<file path="config.mk">
export PLATFORM = sky130hd
export DESIGN_NAME = pipe_hazard_ctrl
export DESIGN_NICKNAME = d
export VERILOG_FILES = /design/src/rtl/pipe_hazard_ctrl.sv
export SDC_FILE = /design/constraint.sdc
export NUM_CORES = 1
export LEC_CHECK = 0
export CAP_MARGIN = 0
export CELL_PAD_IN_SITES_DETAIL_PLACEMENT = 0
export CELL_PAD_IN_SITES_GLOBAL_PLACEMENT = 1
export CORE_UTILIZATION = 41
export DETAILED_ROUTE_END_ITERATION = 8
export GPL_TIMING_DRIVEN = 1
export PLACE_DENSITY_LB_ADDON = 0.1
export SYNTH_ARGS = -nofsm -noshare
export SYNTH_HDL_FRONTEND = slang
export SYNTH_SLANG_ARGS = --single-unit
</file>
<file path="constraint.sdc">
create_clock -name CLK -period 3.05 [get_ports CLK]
set_input_delay 0.61 -clock CLK [delete_from_list [all_inputs] [get_ports CLK]]
set_output_delay 0.61 -clock CLK [all_outputs]
set_load 0.1 [all_outputs]
</file>
<file path="src/rtl/pipe_hazard_ctrl.sv">
// pipe_hazard_ctrl: hazard detection and sequencing for the 5-stage OTTER
// pipeline. Tracks register use of the instructions in EX/MEM/WB, drives
// stall/flush/bubble controls and EX operand forwarding selects, and keeps
// saturating stall/flush event counters.
module pipe_hazard_ctrl #(
  parameter int CNT_W = 16
) (
  input  logic             CLK,
  input  logic             RST,
  input  logic             DE_VALID,
  input  logic [4:0]       DE_RS1_ADDR,
  input  logic             DE_RS1_USED,
  input  logic [4:0]       DE_RS2_ADDR,
  input  logic             DE_RS2_USED,
  input  logic [4:0]       DE_RD_ADDR,
  input  logic             DE_RD_USED,
  input  logic             DE_IS_LOAD,
  input  logic             EX_BR_TAKEN,
  input  logic             MEM_BUSY,
  input  logic             CNT_CLR,
  output logic             PC_WRITE,
  output logic             IF_DE_WRITE,
  output logic             IF_DE_FLUSH,
  output logic             DE_EX_BUBBLE,
  output logic [1:0]       FWD_A_SEL,
  output logic [1:0]       FWD_B_SEL,
  output logic [CNT_W-1:0] STALL_CNT,
  output logic [CNT_W-1:0] FLUSH_CNT
);

  typedef enum logic [1:0] {
    FWD_RF     = 2'd0,  // register file value
    FWD_EX_MEM = 2'd1,  // EX/MEM alu_result
    FWD_MEM_WB = 2'd2,  // MEM/WB wb_data
    FWD_DOUT2  = 2'd3   // data-memory read data
  } fwd_sel_e;

  // Destination info: all a slot needs once it has left EX.
  typedef struct packed {
    logic       valid;
    logic [4:0] rd;
    logic       rd_used;
  } dst_t;

  // MEM still needs is_load to pick dout2 over alu_result.
  typedef struct packed {
    dst_t dst;
    logic is_load;
  } mem_slot_t;

  // EX needs its sources for forwarding and is_load for load-use detection.
  typedef struct packed {
    dst_t       dst;
    logic       is_load;
    logic [4:0] rs1;
    logic       rs1_used;
    logic [4:0] rs2;
    logic       rs2_used;
  } ex_slot_t;

  localparam logic [CNT_W-1:0] CNT_ONE = {{(CNT_W-1){1'b0}}, 1'b1};

  ex_slot_t  r_ex;
  mem_slot_t r_mem;
  dst_t      r_wb;
  ex_slot_t  w_de;

  logic [CNT_W-1:0] r_stall_cnt;
  logic [CNT_W-1:0] r_flush_cnt;

  logic w_redirect;
  logic w_load_use;
  logic w_ex_hit_rs1;
  logic w_ex_hit_rs2;
  logic w_mem_hit_a;
  logic w_mem_hit_b;
  logic w_wb_hit_a;
  logic w_wb_hit_b;

  // A slot produces register r only if it is live, really writes rd, and rd
  // is not x0 (x0 writes are discarded, so they never forward or stall).
  function automatic logic writes_reg(dst_t d, logic [4:0] r);
    return d.valid && d.rd_used && (d.rd != 5'd0) && (d.rd == r);
  endfunction

  // Youngest producer wins: MEM before WB, else the register file.
  function automatic logic [1:0] fwd_sel(logic ex_valid, logic used,
                                         logic mem_hit, logic mem_load,
                                         logic wb_hit);
    if (!ex_valid || !used) return FWD_RF;
    if (mem_hit)            return mem_load ? FWD_DOUT2 : FWD_EX_MEM;
    if (wb_hit)             return FWD_MEM_WB;
    return FWD_RF;
  endfunction

  assign w_ex_hit_rs1 = writes_reg(r_ex.dst, DE_RS1_ADDR) & DE_RS1_USED;
  assign w_ex_hit_rs2 = writes_reg(r_ex.dst, DE_RS2_ADDR) & DE_RS2_USED;
  assign w_mem_hit_a  = writes_reg(r_mem.dst, r_ex.rs1);
  assign w_mem_hit_b  = writes_reg(r_mem.dst, r_ex.rs2);
  assign w_wb_hit_a   = writes_reg(r_wb, r_ex.rs1);
  assign w_wb_hit_b   = writes_reg(r_wb, r_ex.rs2);

  // A busy memory defers any redirect until the pipeline moves again.
  assign w_redirect = r_ex.dst.valid & EX_BR_TAKEN & ~MEM_BUSY;
  assign w_load_use = DE_VALID & r_ex.is_load & (w_ex_hit_rs1 | w_ex_hit_rs2)
                    & ~w_redirect & ~MEM_BUSY;

  // Pipeline control: busy freeze, then redirect, then load-use stall.
  always_comb begin
    // NOTE: defaults first so every path assigns every output (no latches).
    PC_WRITE     = 1'b1;
    IF_DE_WRITE  = 1'b1;
    IF_DE_FLUSH  = 1'b0;
    DE_EX_BUBBLE = 1'b0;
    if (MEM_BUSY) begin
      PC_WRITE    = 1'b0;
      IF_DE_WRITE = 1'b0;
    end else if (w_redirect) begin
      IF_DE_FLUSH  = 1'b1;
      DE_EX_BUBBLE = 1'b1;
    end else if (w_load_use) begin
      PC_WRITE     = 1'b0;
      IF_DE_WRITE  = 1'b0;
      DE_EX_BUBBLE = 1'b1;
    end
  end

  // Operand forwarding selects for the instruction in EX.
  always_comb begin
    FWD_A_SEL = fwd_sel(r_ex.dst.valid, r_ex.rs1_used, w_mem_hit_a,
                        r_mem.is_load, w_wb_hit_a);
    FWD_B_SEL = fwd_sel(r_ex.dst.valid, r_ex.rs2_used, w_mem_hit_b,
                        r_mem.is_load, w_wb_hit_b);
  end

  // Next EX slot: the DE instruction, squashed when a bubble is inserted.
  always_comb begin
    w_de = '{dst:      '{valid:   DE_VALID & ~DE_EX_BUBBLE,
                         rd:      DE_RD_ADDR,
                         rd_used: DE_RD_USED},
             is_load:  DE_IS_LOAD,
             rs1:      DE_RS1_ADDR,
             rs1_used: DE_RS1_USED,
             rs2:      DE_RS2_ADDR,
             rs2_used: DE_RS2_USED};
  end

  // Shadow slots advance with the pipeline and freeze while memory is busy.
  always_ff @(posedge CLK or posedge RST) begin
    if (RST) begin
      // NOTE: slots must be cleared on reset; a stale valid bit would fake a hazard.
      r_ex  <= '0;
      r_mem <= '0;
      r_wb  <= '0;
    end else if (!MEM_BUSY) begin
      // NOTE: non-blocking so every slot shifts from its pre-edge neighbour.
      r_wb  <= r_mem.dst;
      r_mem <= '{dst: r_ex.dst, is_load: r_ex.is_load};
      r_ex  <= w_de;
    end
  end

  // Saturating event counters; clear takes priority over counting.
  always_ff @(posedge CLK or posedge RST) begin
    if (RST) begin
      r_stall_cnt <= '0;
      r_flush_cnt <= '0;
    end else if (CNT_CLR) begin
      r_stall_cnt <= '0;
      r_flush_cnt <= '0;
    end else begin
      if (w_load_use && (r_stall_cnt != '1)) r_stall_cnt <= r_stall_cnt + CNT_ONE;
      if (w_redirect && (r_flush_cnt != '1)) r_flush_cnt <= r_flush_cnt + CNT_ONE;
    end
  end

  assign STALL_CNT = r_stall_cnt;
  assign FLUSH_CNT = r_flush_cnt;

endmodule

</file>
==> results of run 1 <==
==> cell families after synthesis <==
family,share of synthesized area [%]
buffers and inverters,2.73
DFF,46.3
xor gates and xnor gates,10.4
and+or+nand+nor,18.5
adders and majority gates,0.691
AOI/OAI and AO/OA,9.34
muxes,12.0
==> flip-flops by register name, summed over array words and instances, names as in the netlist <==
register	flops
r_ex	20
FLUSH_CNT	16
STALL_CNT	16
r_mem	8
r_wb	7
==> cells in the final DEF, fill, tap and decap left out, types with 7 or more instances in the layout <==
master           instances
nand4_1                 14
buf_4                   39
xnor2_1                 20
nand2_1                 13
a21oi_1                 15
dfrtp_1                 67
clkbuf_8                 9
xor2_1                  23
o31ai_1                  9
mux2_2                  35
nand3_1                 16
nor2_1                  24
nor4_1                   7
buf_12                   7
or4_1                   10
clkdlybuf4s50_1         23
o21ai_0                  8
nor3_1                   7
==> per-stage QoR <==
stage          total power [W]  cells  worst slack [ps]  utilization [%]
6_report               0.00225    516              38.4             55.0
5_1_grt                0.00235    516              8.77             55.0
4_1_cts                0.00228    516              42.5             55.0
3_5_place_dp           0.00136    500              52.1             52.0
3_3_place_gp           0.00135    500               127             52.0
2_1_floorplan          0.00125    340              85.7                -
==> path summary, 6_finish.rpt <==
kind	start	end	slack (ps)	cells after the start
setup / recovery	DE_RS2_ADDR[1]	DE_EX_BUBBLE	40	7
hold / removal	r_ex[6]$_DFFE_PP0N_	r_ex[6]$_DFFE_PP0N_	510	1
setup reg to reg	r_ex[15]$_DFFE_PP0N_	STALL_CNT[14]$_DFFE_PP0P_	790	6
hold reg to reg	r_ex[6]$_DFFE_PP0N_	r_ex[6]$_DFFE_PP0N_	510	1
max in group asynchronous	RST	STALL_CNT[11]$_DFFE_PP0P_	1890	3
min in group asynchronous	RST	r_ex[0]$_DFFE_PP0N_	550	2
==> report_power, final <==
part | total (W) | leakage [nW] | switching (W) | internal [W]
Combinational | 0.000307 | 0.914 | 0.000148 | 0.000160
Sequential | 0.00103 | 0.860 | 0.0000818 | 0.000948
Clock | 0.000917 | 0.120 | 0.000368 | 0.000548
==> layout make-up <==
type / count / area [um2]
flip-flops and latches: 67 / 1680
well taps: 105 / 131
clock inverters: 7 / 124
clock buffers: 9 / 124
inverters: 6 / 22.5
multi-input cells: 252 / 1870
fillers: 778 / 3770
repair buffers: 70 / 668
==> routing by layer <==
metal | vias to the layer above | track usage [%]
met2 | 55 | 29.8
met1 | 1365 | 26.9
met5 | - | 0
met4 | 0 | 7.59
met3 | 10 | 2.92
li1 | 1385 | -
==> critical path, cell delays in order <==
cell and delay, ps:
clkdlybuf4s50_1 500, xnor2_1 130, nand4_1 200, o22ai_1 340
a21oi_1 130, nor3b_2 260, buf_12 210
==> what timing repair did <==
action / 4_1_cts / 5_1_grt
setup endpoints to repair: 0 / 2
hold buffers: 0 / 0
resized for setup: 0 / 1
endpoints found under the hold margin: 0 / 0
==> reports/results.ini, run 1 <==
[floorplan]
start_util_pct = 43.2
core-area_mm2 = 0.00838
die_h_um = 95.9
io_pins = 65
chipWidth_um = 95.9
dieArea_mm2 = 0.00921
placementRows = 33

[drt]
drtIter0Drc = 58
drt-met1-wl_mm = 3.90
vias_per_cell = 5.46
ant_nets = 0
routed_wl_mm = 8.23
highest-signal-layer = met4
drc = 0
wl_per_cell_um = 15.9
vias = 2815
wl_met2_mm = 3.86
wl_met3_um = 316
drt-pass1-iter-count = 4

[job]
maxCapViolCount = 0

[final_layout]
layout.nets = 433
fin_area_mm2 = 0.00461
area_growth_pct = 27.5
layout-drive-gt1-share_pct = 28.0
n_antenna_cell = 0

[sta]
rsz0062_at_grt = false
setup_tns_ps = 0
setup_violations = 0
max_freq_mhz = 332
maxSlewViolCount = 0
relSlewSlack_pct = 34.9
fin_skew_ps = 9.43
worstMarginPinSlew_ps = 975
hold_viol = 0
fin_crit_sh_pct = 98.7
min_period_ps = 3010
fin_hold_ws_ps = 513

[power_and_ir_drop]
leakage_nw = 1.89
p_per_area_mw_per_mm2 = 489
vdd_drop_max_mv = 0.245

[synthesis]
yosys.area.top_type = dfrtp_1
synth_common_cells = dfrtp_1 (67), mux2_2 (35), nor2_1 (27)
yosysSeqAreaShare_pct = 46.3
ys_warn_count = 0
synth.net_count = 367
synth_area_leaders = dfrtp_1 (46%), mux2_2 (11%), xor2_1 (5.6%)
async_reset_ff_share_pct = 100
synth_area_mm2 = 0.00362
synth_top_area_share_pct = 46.3
synth-seq-cells = 67
ys_types = 48
synth_cells = 340
syn_avg_cell_area_um2 = 10.6
synth_edf_count = 0
synth_most_common_cell = dfrtp_1
synth_flop_cell = dfrtp_1

[hold_path]
min_path_type = reg2reg

[global_route]
grt_overflow = 0
grt_pass1_wl_mm = 13.3
antenna_found_initial = 0
grt_use_total_pct = 19.2
grt_pass1_vias = 2627
grt_max_degree = 53

[cts]
cts_buffers = 9
htree_levels = 3
cts_root_buf = clkbuf_8
post_cts_buffers = 0
cts_sinks = 67
clk_latency_ps = 340
cts_buffer_depth = 2
clk_pin_slew_ps = 70
cts_tree = built

[worst_setup_path]
critPathMaxFanout = 2
cp-start-kind = input port
cp-end-kind = primary output
critPathKind = in2out
worstPathRequired_ps = 2440
cp.arrival_ps = 2400

[place]
globalplace.congestion = 0.819
placed_cell_area_mm2 = 0.00436
dp_hpwl_mm = 5.86
port_buffers = 64

[run_status]
status = complete, no violations

Note: power is estimated with default switching activity, not from simulation.
==> run 2, diff against run 1 <==
Settings changed: CAP_MARGIN 0 to 20, PLACE_DENSITY from default to 0.83, PLACE_DENSITY_LB_ADDON 0.1 to default.
==> run 2 against run 1 <==
  * Sequential power barely moved
  * Register-to-register slack improved by 30 ps
  * Die area is the same
  * Sequential share of layout area increased by 0.089 points
  * Critical path depth unchanged
  * Power increased by 0.33%
  * Worst hold slack got worse by 2.3 ps
  * Final cell count decreased by 0.19%
  * Clock-buffer cell count grew 1
  * Core utilization is 0.13 points lower
  * Clock power up 1%
  * Critical path type unchanged
  * Critical endpoint unchanged
==> reports/results.ini, run 2 (same netlist as run 1, synthesis figures left out) <==
[final_layout]
layout_common_cells = dfrtp_1 (67), buf_4 (38), mux2_2 (35)
area_growth_pct = 27.1
final_cells = 515  ; -0.19%
fin_area_mm2 = 0.00460  ; -0.24%
layout_commonest_cell = dfrtp_1
n_antenna_cell = 0  ; unchanged
fill_cells = 754  ; -3.1%
regMostFlops = r_ex
layout.nets = 432  ; -0.23%
layout-drive-gt1-share_pct = 27.6  ; -0.42 points
fin_util_pct = 54.9  ; -0.13 points
largest_reg_flops = 20  ; unchanged

[sta]
relSlewSlack_pct = 36.8  ; +1.9 points
min_period_ps = 2960  ; -52.2 ps
max_freq_mhz = 338  ; +1.8%
maxSlewViolCount = 0  ; unchanged
worstMarginPinSlew_ps = 947  ; -28.5 ps
fin_crit_sh_pct = 97.0  ; -1.7 points
setup_violations = 0  ; unchanged
hold_viol = 0  ; unchanged
fin_skew_ps = 7.47  ; -1.96 ps
rsz0062_at_grt = false
setup_tns_ps = 0  ; unchanged

[cts]
cts_sinks = 67  ; unchanged
cts_buffers = 9  ; unchanged
cts_root_buf = clkbuf_8
htree_levels = 3  ; unchanged
cts_tree = built
post_cts_buffers = 0  ; unchanged
clk_latency_ps = 350  ; about the same
cts_buffer_depth = 2  ; unchanged
clk_pin_slew_ps = 80  ; about the same
cts_resized = 0  ; unchanged
cts_hold_buf = 0  ; unchanged

[worst_setup_path]
critPathKind = in2out
cp.arrival_ps = 2350  ; -50 ps
critical-path-max-stage-delay_ps = 510  ; about the same
crit_family = buffers and inverters
cp-start-kind = input port
cp_num_buf_inv = 2  ; unchanged
slowest_stage = clkdlybuf4s50_1
ff2ff_path_depth = 5  ; -1
r2r_slack_ps = 820  ; +30 ps
worstPathRequired_ps = 2440  ; about the same
crit_cells = 7  ; unchanged
cp-end-kind = primary output
cp_cell_sequence = clkdlybuf4s50_1 > xnor2_1 > nand4_1 > o22ai_1 > a21oi_1 > nor3b_2 > buf_12
critPathMaxFanout = 2  ; unchanged

[place]
dp_hpwl_mm = 5.73  ; -2.2%
port_buffers = 64  ; unchanged
placed_cell_area_mm2 = 0.00435  ; -0.17%
globalplace.congestion = 0.835  ; +2.1%
dp_cells = 499  ; -0.20%

[floorplan]
placementRows = 33  ; unchanged
dieArea_mm2 = 0.00921  ; unchanged
core-area_mm2 = 0.00838  ; unchanged
start_util_pct = 43.2  ; unchanged
chipWidth_um = 95.9  ; unchanged
die_h_um = 95.9  ; unchanged
io_pins = 65  ; unchanged

[drt]
vias_per_cell = 5.53  ; +1.4%
drtIter0Drc = 98  ; +69%
drc = 0  ; unchanged
wl_per_cell_um = 15.9  ; -0.43%
drt-pass1-iter-count = 4  ; unchanged
routed_wl_mm = 8.18  ; -0.62%
vias = 2849  ; +1.2%
ant_nets = 0  ; unchanged

[job]
maxCapViolCount = 0  ; unchanged

[run_status]
status = complete, no violations

[power_and_ir_drop]
intPower_w = 0.00167  ; +1.1%
switching_power_w = 0.000588  ; -1.7%
fin_total_pwr_w = 0.00226  ; +0.33%
clock_power_share_pct = 41.0  ; +0.3 points
vdd_drop_max_mv = 0.207  ; -15%
leakage_nw = 1.89  ; -0.11%
combPwrFrac_pct = 13.5  ; about the same
p_per_area_mw_per_mm2 = 492  ; +0.58%
power.share.sequential_pct = 45.6  ; about the same
p_sw_share_pct = 26.0  ; -0.54 points

[global_route]
grt_pass1_vias = 2689  ; +2.4%
grt_use_total_pct = 19.5  ; +0.29 points
grt_max_degree = 68  ; +28%
grt_pass1_wl_mm = 13.5  ; +1.4%
antenna_found_initial = 0  ; unchanged
grt_overflow = 0  ; unchanged

[hold_path]
min_path_type = reg2reg
worstHoldPathCells = 1  ; unchanged

==> run 2: final cells by class <==
class / count / area (um2) / share of cell area (%)
tap: 105 / 131 / 2.86
inverter: 6 / 22.5 / 0.490
clock buffer: 10 / 138 / 2.99
timing repair buffer: 69 / 661 / 14.4
clock inverter: 6 / 111 / 2.42
sequential: 67 / 1680 / 36.4
multi-input combinational: 252 / 1860 / 40.4
==> run 2: path summary, 6_finish.rpt <==
check / to / start
setup / recovery: DE_EX_BUBBLE / DE_RS2_ADDR[1]
hold / removal: r_ex[0]$_DFFE_PP0N_ / r_ex[0]$_DFFE_PP0N_
setup reg to reg: STALL_CNT[6]$_DFFE_PP0P_ / STALL_CNT[12]$_DFFE_PP0P_
hold reg to reg: r_ex[0]$_DFFE_PP0N_ / r_ex[0]$_DFFE_PP0N_
max in group asynchronous: STALL_CNT[10]$_DFFE_PP0P_ / RST
min in group asynchronous: r_ex[19]$_DFFE_PP0N_ / RST
==> run 2: routing by layer <==
metal | GRT usage [%] | vias to the layer above | wire length (um)
met5 | 0 | - | 0
met2 | 29.8 | 70 | 3840
met3 | 4.50 | 12 | 390
met4 | 7.84 | 0 | 95
met1 | 26.7 | 1395 | 3850
li1 | - | 1372 | -
==> run 2: stage by stage <==
step | hold slack [ps] | setup WS (ps)
global route | 539 | 17.1
global placement | 488 | 118
detailed placement | 493 | 75.5
CTS | 511 | 70.1
floorplan | 480 | 85.7
finish | 511 | 90.7
==> run 2: power groups by stage <==
| stage | logic, W | clock network, W | registers, W |
|---|---|---|---|
| after floorplan | 0.000220 | 0 | 0.00103 |
| final | 0.000305 | 0.000926 | 0.00103 |
| after detailed placement | 0.000307 | 0 | 0.00105 |
| after CTS | 0.000309 | 0.000952 | 0.00103 |
| after global placement | 0.000304 | 0 | 0.00105 |
| after global routing | 0.000331 | 0.00100 | 0.00104 |
==> run 2: worst reg2reg max path, delay by kind of cell (launching register included) <==
kind | cells | cell delay (ps)
flip-flops | 1 | 440
AND/OR/NAND/NOR | 2 | 480
AO/OA/AOI/OAI | 3 | 1220
